File: src/rtl/aes128_round_ctrl_if.sv
// Host-side handshake bundle for the AES-128 round controller.
// The master is the host or consumer side; the slave is the controller.
interface aes128_round_ctrl_if;
  logic in_valid;
  logic in_ready;
  logic out_valid;
  logic out_ready;

  modport master (
    output in_valid,
    output out_ready,
    input  in_ready,
    input  out_valid
  );

  modport slave (
    input  in_valid,
    input  out_ready,
    output in_ready,
    output out_valid
  );
endinterface

File: src/rtl/aes128_round_ctrl.sv
// aes128_round_ctrl: iterative sequencer for an AES-128 encryption datapath.
// It accepts one block and issues the load pulse, then launches the initial
// key add and rounds 1..NUM_ROUNDS. Each round occupies ROUND_LAT cycles.
// It then holds completion until the consumer takes the ciphertext.
module aes128_round_ctrl #(
  parameter int ROUND_LAT  = 1,
  parameter int NUM_ROUNDS = 10,
  parameter int CNT_W      = 16
) (
  input  logic               CLK,
  input  logic               RST,
  aes128_round_ctrl_if.slave hs,
  input  logic               abort,
  output logic               dp_load,
  output logic               dp_step,
  output logic [3:0]         round_idx,
  output logic               sub_en,
  output logic               mix_en,
  output logic               key_step,
  output logic               busy,
  output logic [CNT_W-1:0]   blk_count
);

  localparam int               SUB_W      = (ROUND_LAT > 1) ? $clog2(ROUND_LAT) : 1;
  localparam logic [SUB_W-1:0] SUB_LAST   = SUB_W'(ROUND_LAT - 1);
  localparam logic [3:0]       LAST_ROUND = 4'(NUM_ROUNDS);

  typedef enum logic [1:0] {
    S_IDLE = 2'b00,
    S_RUN  = 2'b01,
    S_DONE = 2'b10
  } state_t;

  state_t             state, state_nxt;
  logic [3:0]         round, round_nxt;
  logic [SUB_W-1:0]   sub, sub_nxt;
  logic [CNT_W-1:0]   cnt_nxt;

  // State, round, sub-cycle and completed-block registers.
  // Reset discards any in-flight block.
  always_ff @(posedge CLK or posedge RST) begin
    if (RST) begin
      state     <= S_IDLE;
      round     <= '0;
      sub       <= '0;
      blk_count <= '0;
    end else begin
      state     <= state_nxt;
      round     <= round_nxt;
      sub       <= sub_nxt;
      blk_count <= cnt_nxt;
    end
  end

  // Next-state and output decode.
  // abort has priority over completion, and any unknown encoding falls back to IDLE.
  always_comb begin
    state_nxt    = state;
    round_nxt    = round;
    sub_nxt      = sub;
    cnt_nxt      = blk_count;
    hs.in_ready  = 1'b0;
    hs.out_valid = 1'b0;
    dp_load      = 1'b0;
    dp_step      = 1'b0;
    key_step     = 1'b0;
    sub_en       = 1'b0;
    mix_en       = 1'b0;
    busy         = 1'b0;
    round_idx    = round;

    case (state)
      S_IDLE: begin
        hs.in_ready = !RST;
        if (hs.in_valid && !RST) begin
          dp_load   = 1'b1;
          state_nxt = S_RUN;
          round_nxt = '0;
          sub_nxt   = '0;
        end
      end

      S_RUN: begin
        busy     = 1'b1;
        dp_step  = (sub == '0);
        key_step = (sub == '0) && (round != '0);
        sub_en   = (round != '0);
        mix_en   = (round != '0) && (round != LAST_ROUND);
        if (abort) begin
          state_nxt = S_IDLE;
          round_nxt = '0;
          sub_nxt   = '0;
        end else if (sub == SUB_LAST) begin
          sub_nxt = '0;
          if (round < LAST_ROUND) begin
            round_nxt = round + 4'd1;
          end else begin
            state_nxt = S_DONE;
          end
        end else begin
          sub_nxt = sub + SUB_W'(1);
        end
      end

      S_DONE: begin
        busy         = 1'b1;
        hs.out_valid = 1'b1;
        if (abort) begin
          state_nxt = S_IDLE;
          round_nxt = '0;
          sub_nxt   = '0;
        end else if (hs.out_ready) begin
          state_nxt = S_IDLE;
          round_nxt = '0;
          sub_nxt   = '0;
          cnt_nxt   = blk_count + CNT_W'(1);
        end
      end

      default: begin
        state_nxt = S_IDLE;
        round_nxt = '0;
        sub_nxt   = '0;
      end
    endcase
  end

endmodule
File: src/flat_wrapper.sv
// flat-port wrapper written by rule: the top's interface ports become plain ports
module aes128_round_ctrl_flat 
#(
  parameter int ROUND_LAT  = 1,
  parameter int NUM_ROUNDS = 10,
  parameter int CNT_W      = 16
)
  (CLK, RST, abort, dp_load, dp_step, round_idx, sub_en, mix_en, key_step, busy, blk_count, hs_in_valid, hs_out_ready, hs_in_ready, hs_out_valid);
  aes128_round_ctrl_if hs_i ();
  input  logic CLK;
  input  logic RST;
  input  logic abort;
  output logic dp_load;
  output logic dp_step;
  output logic [3:0] round_idx;
  output logic sub_en;
  output logic mix_en;
  output logic key_step;
  output logic busy;
  output logic [CNT_W-1:0] blk_count;
  input wire logic [$bits(hs_i.in_valid)-1:0] hs_in_valid;
  input wire logic [$bits(hs_i.out_ready)-1:0] hs_out_ready;
  output wire logic [$bits(hs_i.in_ready)-1:0] hs_in_ready;
  output wire logic [$bits(hs_i.out_valid)-1:0] hs_out_valid;
  assign hs_i.in_valid = hs_in_valid;
  assign hs_i.out_ready = hs_out_ready;
  assign hs_in_ready = hs_i.in_ready;
  assign hs_out_valid = hs_i.out_valid;
  aes128_round_ctrl #(.ROUND_LAT(ROUND_LAT), .NUM_ROUNDS(NUM_ROUNDS), .CNT_W(CNT_W)) u_core (.CLK(CLK), .RST(RST), .hs(hs_i), .abort(abort), .dp_load(dp_load), .dp_step(dp_step), .round_idx(round_idx), .sub_en(sub_en), .mix_en(mix_en), .key_step(key_step), .busy(busy), .blk_count(blk_count));
endmodule
File: config.mk
export PLATFORM = sky130hd
export DESIGN_NAME = aes128_round_ctrl_flat
export DESIGN_NICKNAME = d
export VERILOG_FILES = /design/src/rtl/aes128_round_ctrl_if.sv /design/src/rtl/aes128_round_ctrl.sv /design/src/flat_wrapper.sv
export SDC_FILE = /design/constraint.sdc
export NUM_CORES = 1
export LEC_CHECK = 0
export ABC_AREA = 1
export BUFFER_PORTS_ARGS = -buffer_cell sky130_fd_sc_hd__buf_2
export CAP_MARGIN = 40
export CORE_MARGIN = 3
export CORE_UTILIZATION = 52
export CTS_CLUSTER_SIZE = 14
export DETAILED_ROUTE_END_ITERATION = 10
export MAX_ROUTING_LAYER = met4
export PLACE_DENSITY = 0.75
export SLEW_MARGIN = 0
export SYNTH_ARGS = -nofsm -noshare
export SYNTH_HDL_FRONTEND = slang
export SYNTH_SLANG_ARGS = --single-unit
File: constraint.sdc
create_clock -name CLK -period 1.6 [get_ports CLK]
set_input_delay 0.24 -clock CLK [delete_from_list [all_inputs] [get_ports CLK]]
set_output_delay 0.24 -clock CLK [all_outputs]
set_load 0.03 [all_outputs]
==> metrics.md <==
| Metric | Value |
|---|---|
| Outcome | complete, but fails checks |
| Failing checks | setup timing |
| TritonRoute pass-1 iters | 6 |
| Vias | approximately 1100 |
| Slew HR | between 70% and 80% |
| Clock group share of total power | 18.6% |
| Final Hold Fails | 0 |
| Final period utilization | 107.2% |
| Pwr dens | roughly 1400 nW/um2 |
| Clock skew | 0.005172 ns |
| Setup crit start kind | register |
| IO Pins | 33 |
| Leakage power | around 0.90 nW |
| Inserted Clock Buffers | 3 |
| Min-delay src | abort |
| CTS tree | done |
| Vias in the first global route | 1089 |
| WS Path Type | reg2out |
| Cell with the most instances after synthesis | nand2_1 |
| Clk Latency, worst-skew pair | approximately 0.31 ns |
| Met2 Resource Use GR | ~34% |
| R2r endpoint | u_core.round_idx[2]$_DFFE_PP0P_ |
| Worst hold path type | in2reg |
| Crit path max fanout | 3 |
| Average size of a mapped cell | around 8.5 um2 |
| DIE AREA | just over 3000 um2 |
| Vias per inst | slightly below 5 |
| Synth Net Count | between 150 and 200 |
| DR iter-0 viols | 34 |
| Layer with the highest usage | met2 |
| Initial antenna violation count | 0 |
| Reg2reg start | u_core.state[1]$_DFFE_PP0P_ |
| DP Wirelength | 2035 um |
| Max Clock Freq | 582.9 MHz |
| P_int | 1.331 mW |
| CTS Root Cell | clkbuf_4 |
| CP arrival | 1.48 ns |
| Ys flop type | dfrtp_1 |
| Reg power frac | 31.0% |
| Post-Syn Instances | 150 |
| EDFF count, synth | 0 |
| Count of cell types in the netlist | 24 |
| Antenna cells | 0 |
| Worst slew pin tran | 0.3223 ns |
| RePlAce Congestion | 0.7669 |
| Fraction of layout cells with a size suffix above 1 | between 30 and 40% |
| # nets final | 206 |
| Hold depth | 4 |
| Max-cap violations | 0 |
| Post-synth top cells | nand2_1 (35), dfrtp_1 (22), inv_1 (20), nor2_1 (16) |
| Sw Share | between 40 and 50% |
| Register area share after synthesis | 43.01% |
| Yosys top cell by area | dfrtp_1 |
| Comb power frac | 50.4% |
| Minimum clock period | about 1.7 ns |
| Top cell type's share of synthesized area | a little over two fifths |
| Count of input and output buffers | 32 |
| All-Layer GR Usage | 20.95% |
| WHS | around 0.28 ns |
| Total power draw | between 2 and 2.5 mW |
| Width of the die | 55.62 um |
| Clk pin slew, worst setup/hold paths | approximately 0.12 ns |
| WL per Instance | 12.92 um |
| Clock buffer depth | 2 |
| GR Overflow Total | 0 |
| Synth area leaders | dfrtp_1 (43%), nand2_1 (10%), ha_1 (6.8%) |
| Global-route wire length before repair | between 5000 and 6000 um |
| DRT Wirelength | 2856 um |
| Post-route DRC | 0 |
| Met3 Usage GRT | 3.480% |
| Met1 Use GR | 26.57% |
| Setup ws final | -0.1154 ns |
| Layout area overhead | 31.96% |
| Final setup violation count | 4 |
| CP Data Required Time | 1.36 ns |
| R2R setup slack | around 0.09 ns |
| Largest net degree at the start of global routing | 23 |
| Clock sinks | 22 |
| Mapped Area | 1280 um2 |
| Core area | 2276 um2 |
| Worst-case reg-to-reg path depth | 10 |
| Sw Pwr | around 970 uW |
| Slew Viols, Final | 0 |
| Worst vdd ir | between 1 and 1.5 mV |
| Htree depth | 1 |
| Ys Warns | 0 |
| Worst setup EP type | primary output |
| Die Span Y | 55.62 um |
| Row cnt | 17 |
| RSZ-0062 raised after global routing | yes |
| Synthesized flop and latch total | 22 |
| Post-route ant nets | 0 |
| Initial Util | 56.24% |
| Worst Hold Endpoint | u_core.round_idx[2]$_DFFE_PP0P_ |
| Post-synthesis async set-or-reset flop share | 100.0% |
==> stage by stage <==
stage	TNS (ns)	instance area [um2]	setup slack, ns	utilization, %	cells
CTS	-0.2433	1662	-0.1009	73.01	220
global route	-0.6215	1689	-0.1774	74.22	221
finish	-0.2745	1689	-0.1154	74.22	221
detailed placement	0	1513	0.1096	66.47	211
global placement	0	1513	0.1414	66.47	211
floorplan	-0.0005299	1310	-0.0005299	-	150
==> flip-flops by register name, summed over array words and instances, names as in the netlist <==
name              count
u_core.state          2
u_core.blk_count     16
u_core.round_idx      4
==> cells by family (layout without fill, tap and decap cells) <==
kind of cell / count (synthesis) / in the layout / synth area share, %
AND/OR/NAND/NOR: 76 / 76 / 30.30
adder cells (fa/ha/maj): 7 / 7 / 6.842
flip-flops: 22 / 22 / 43.01
AO/OA/AOI/OAI: 10 / 10 / 4.203
XOR/XNOR: 13 / 13 / 8.895
buffers and inverters: 22 / 65 / 6.745
==> repair_timing <==
action	4_1_cts	5_1_grt
setup endpoints to repair	4	14
setup buffers	4	1
endpoints found under the hold margin	22	0
resized for setup	18	10
pin swaps	4	0
hold buffers	1	0
==> final cells by class <==
class                      count  area, um2
sequential                    22      553.0
clock buffer                   3      22.52
tap                           28      35.03
timing repair buffer          40      246.5
fill                         175      586.8
inverter                      21      83.83
clock inverter                 1      30.03
multi-input combinational    106      718.2
==> placed cells by master (no fill, tap or decap), types with 2 or more instances in the layout <==
cell      instances
ha_4              2
nor2_1           13
nand2_1          34
buf_4             9
nand3_2           2
inv_1            14
o21ai_1           3
xnor2_1           7
buf_6             3
nor2_4            3
nand3_1           5
buf_2            27
dfrtp_1          20
nand4_1           3
o21ai_0           5
nand2_4           3
nor2_2            7
xor2_1            6
ha_1              4
dfrtp_2           2
clkbuf_4          3
inv_2             6
==> layer usage <==
layer | wire (um) | part of all wire, %
met5 | 0 | 0
met1 | 1268 | 44
met2 | 1433 | 50
met4 | 52 | 1.8
met3 | 102 | 3.6
==> worst max-delay path, stage by stage, from the launching register on <==
cell and delay (ns):
dfrtp_1 0.43, inv_2 0.09, ha_4 0.16, inv_6 0.04, a311oi_4 0.27, buf_6 0.17
==> power by group through the flow <==
stage	clock network, mW	logic, mW	registers (mW)
after floorplan	0	0.565	0.819
after global placement	0	0.852	0.712
after detailed placement	0	0.878	0.717
after CTS	0.443	1.07	0.712
after global routing	0.471	1.26	0.729
final	0.429	1.16	0.715
==> worst max path at each step <==
stage | from | to
floorplan | u_core.state[0]$_DFFE_PP0P_ | u_core.blk_count[15]$_DFFE_PP0P_
global placement | u_core.round_idx[1]$_DFFE_PP0P_ | mix_en
detailed placement | u_core.state[0]$_DFFE_PP0P_ | u_core.blk_count[15]$_DFFE_PP0P_
CTS | u_core.state[1]$_DFFE_PP0P_ | mix_en
global route | u_core.state[1]$_DFFE_PP0P_ | mix_en
finish | u_core.state[1]$_DFFE_PP0P_ | mix_en
No activity file was read; power rests on OpenSTA's default activity.
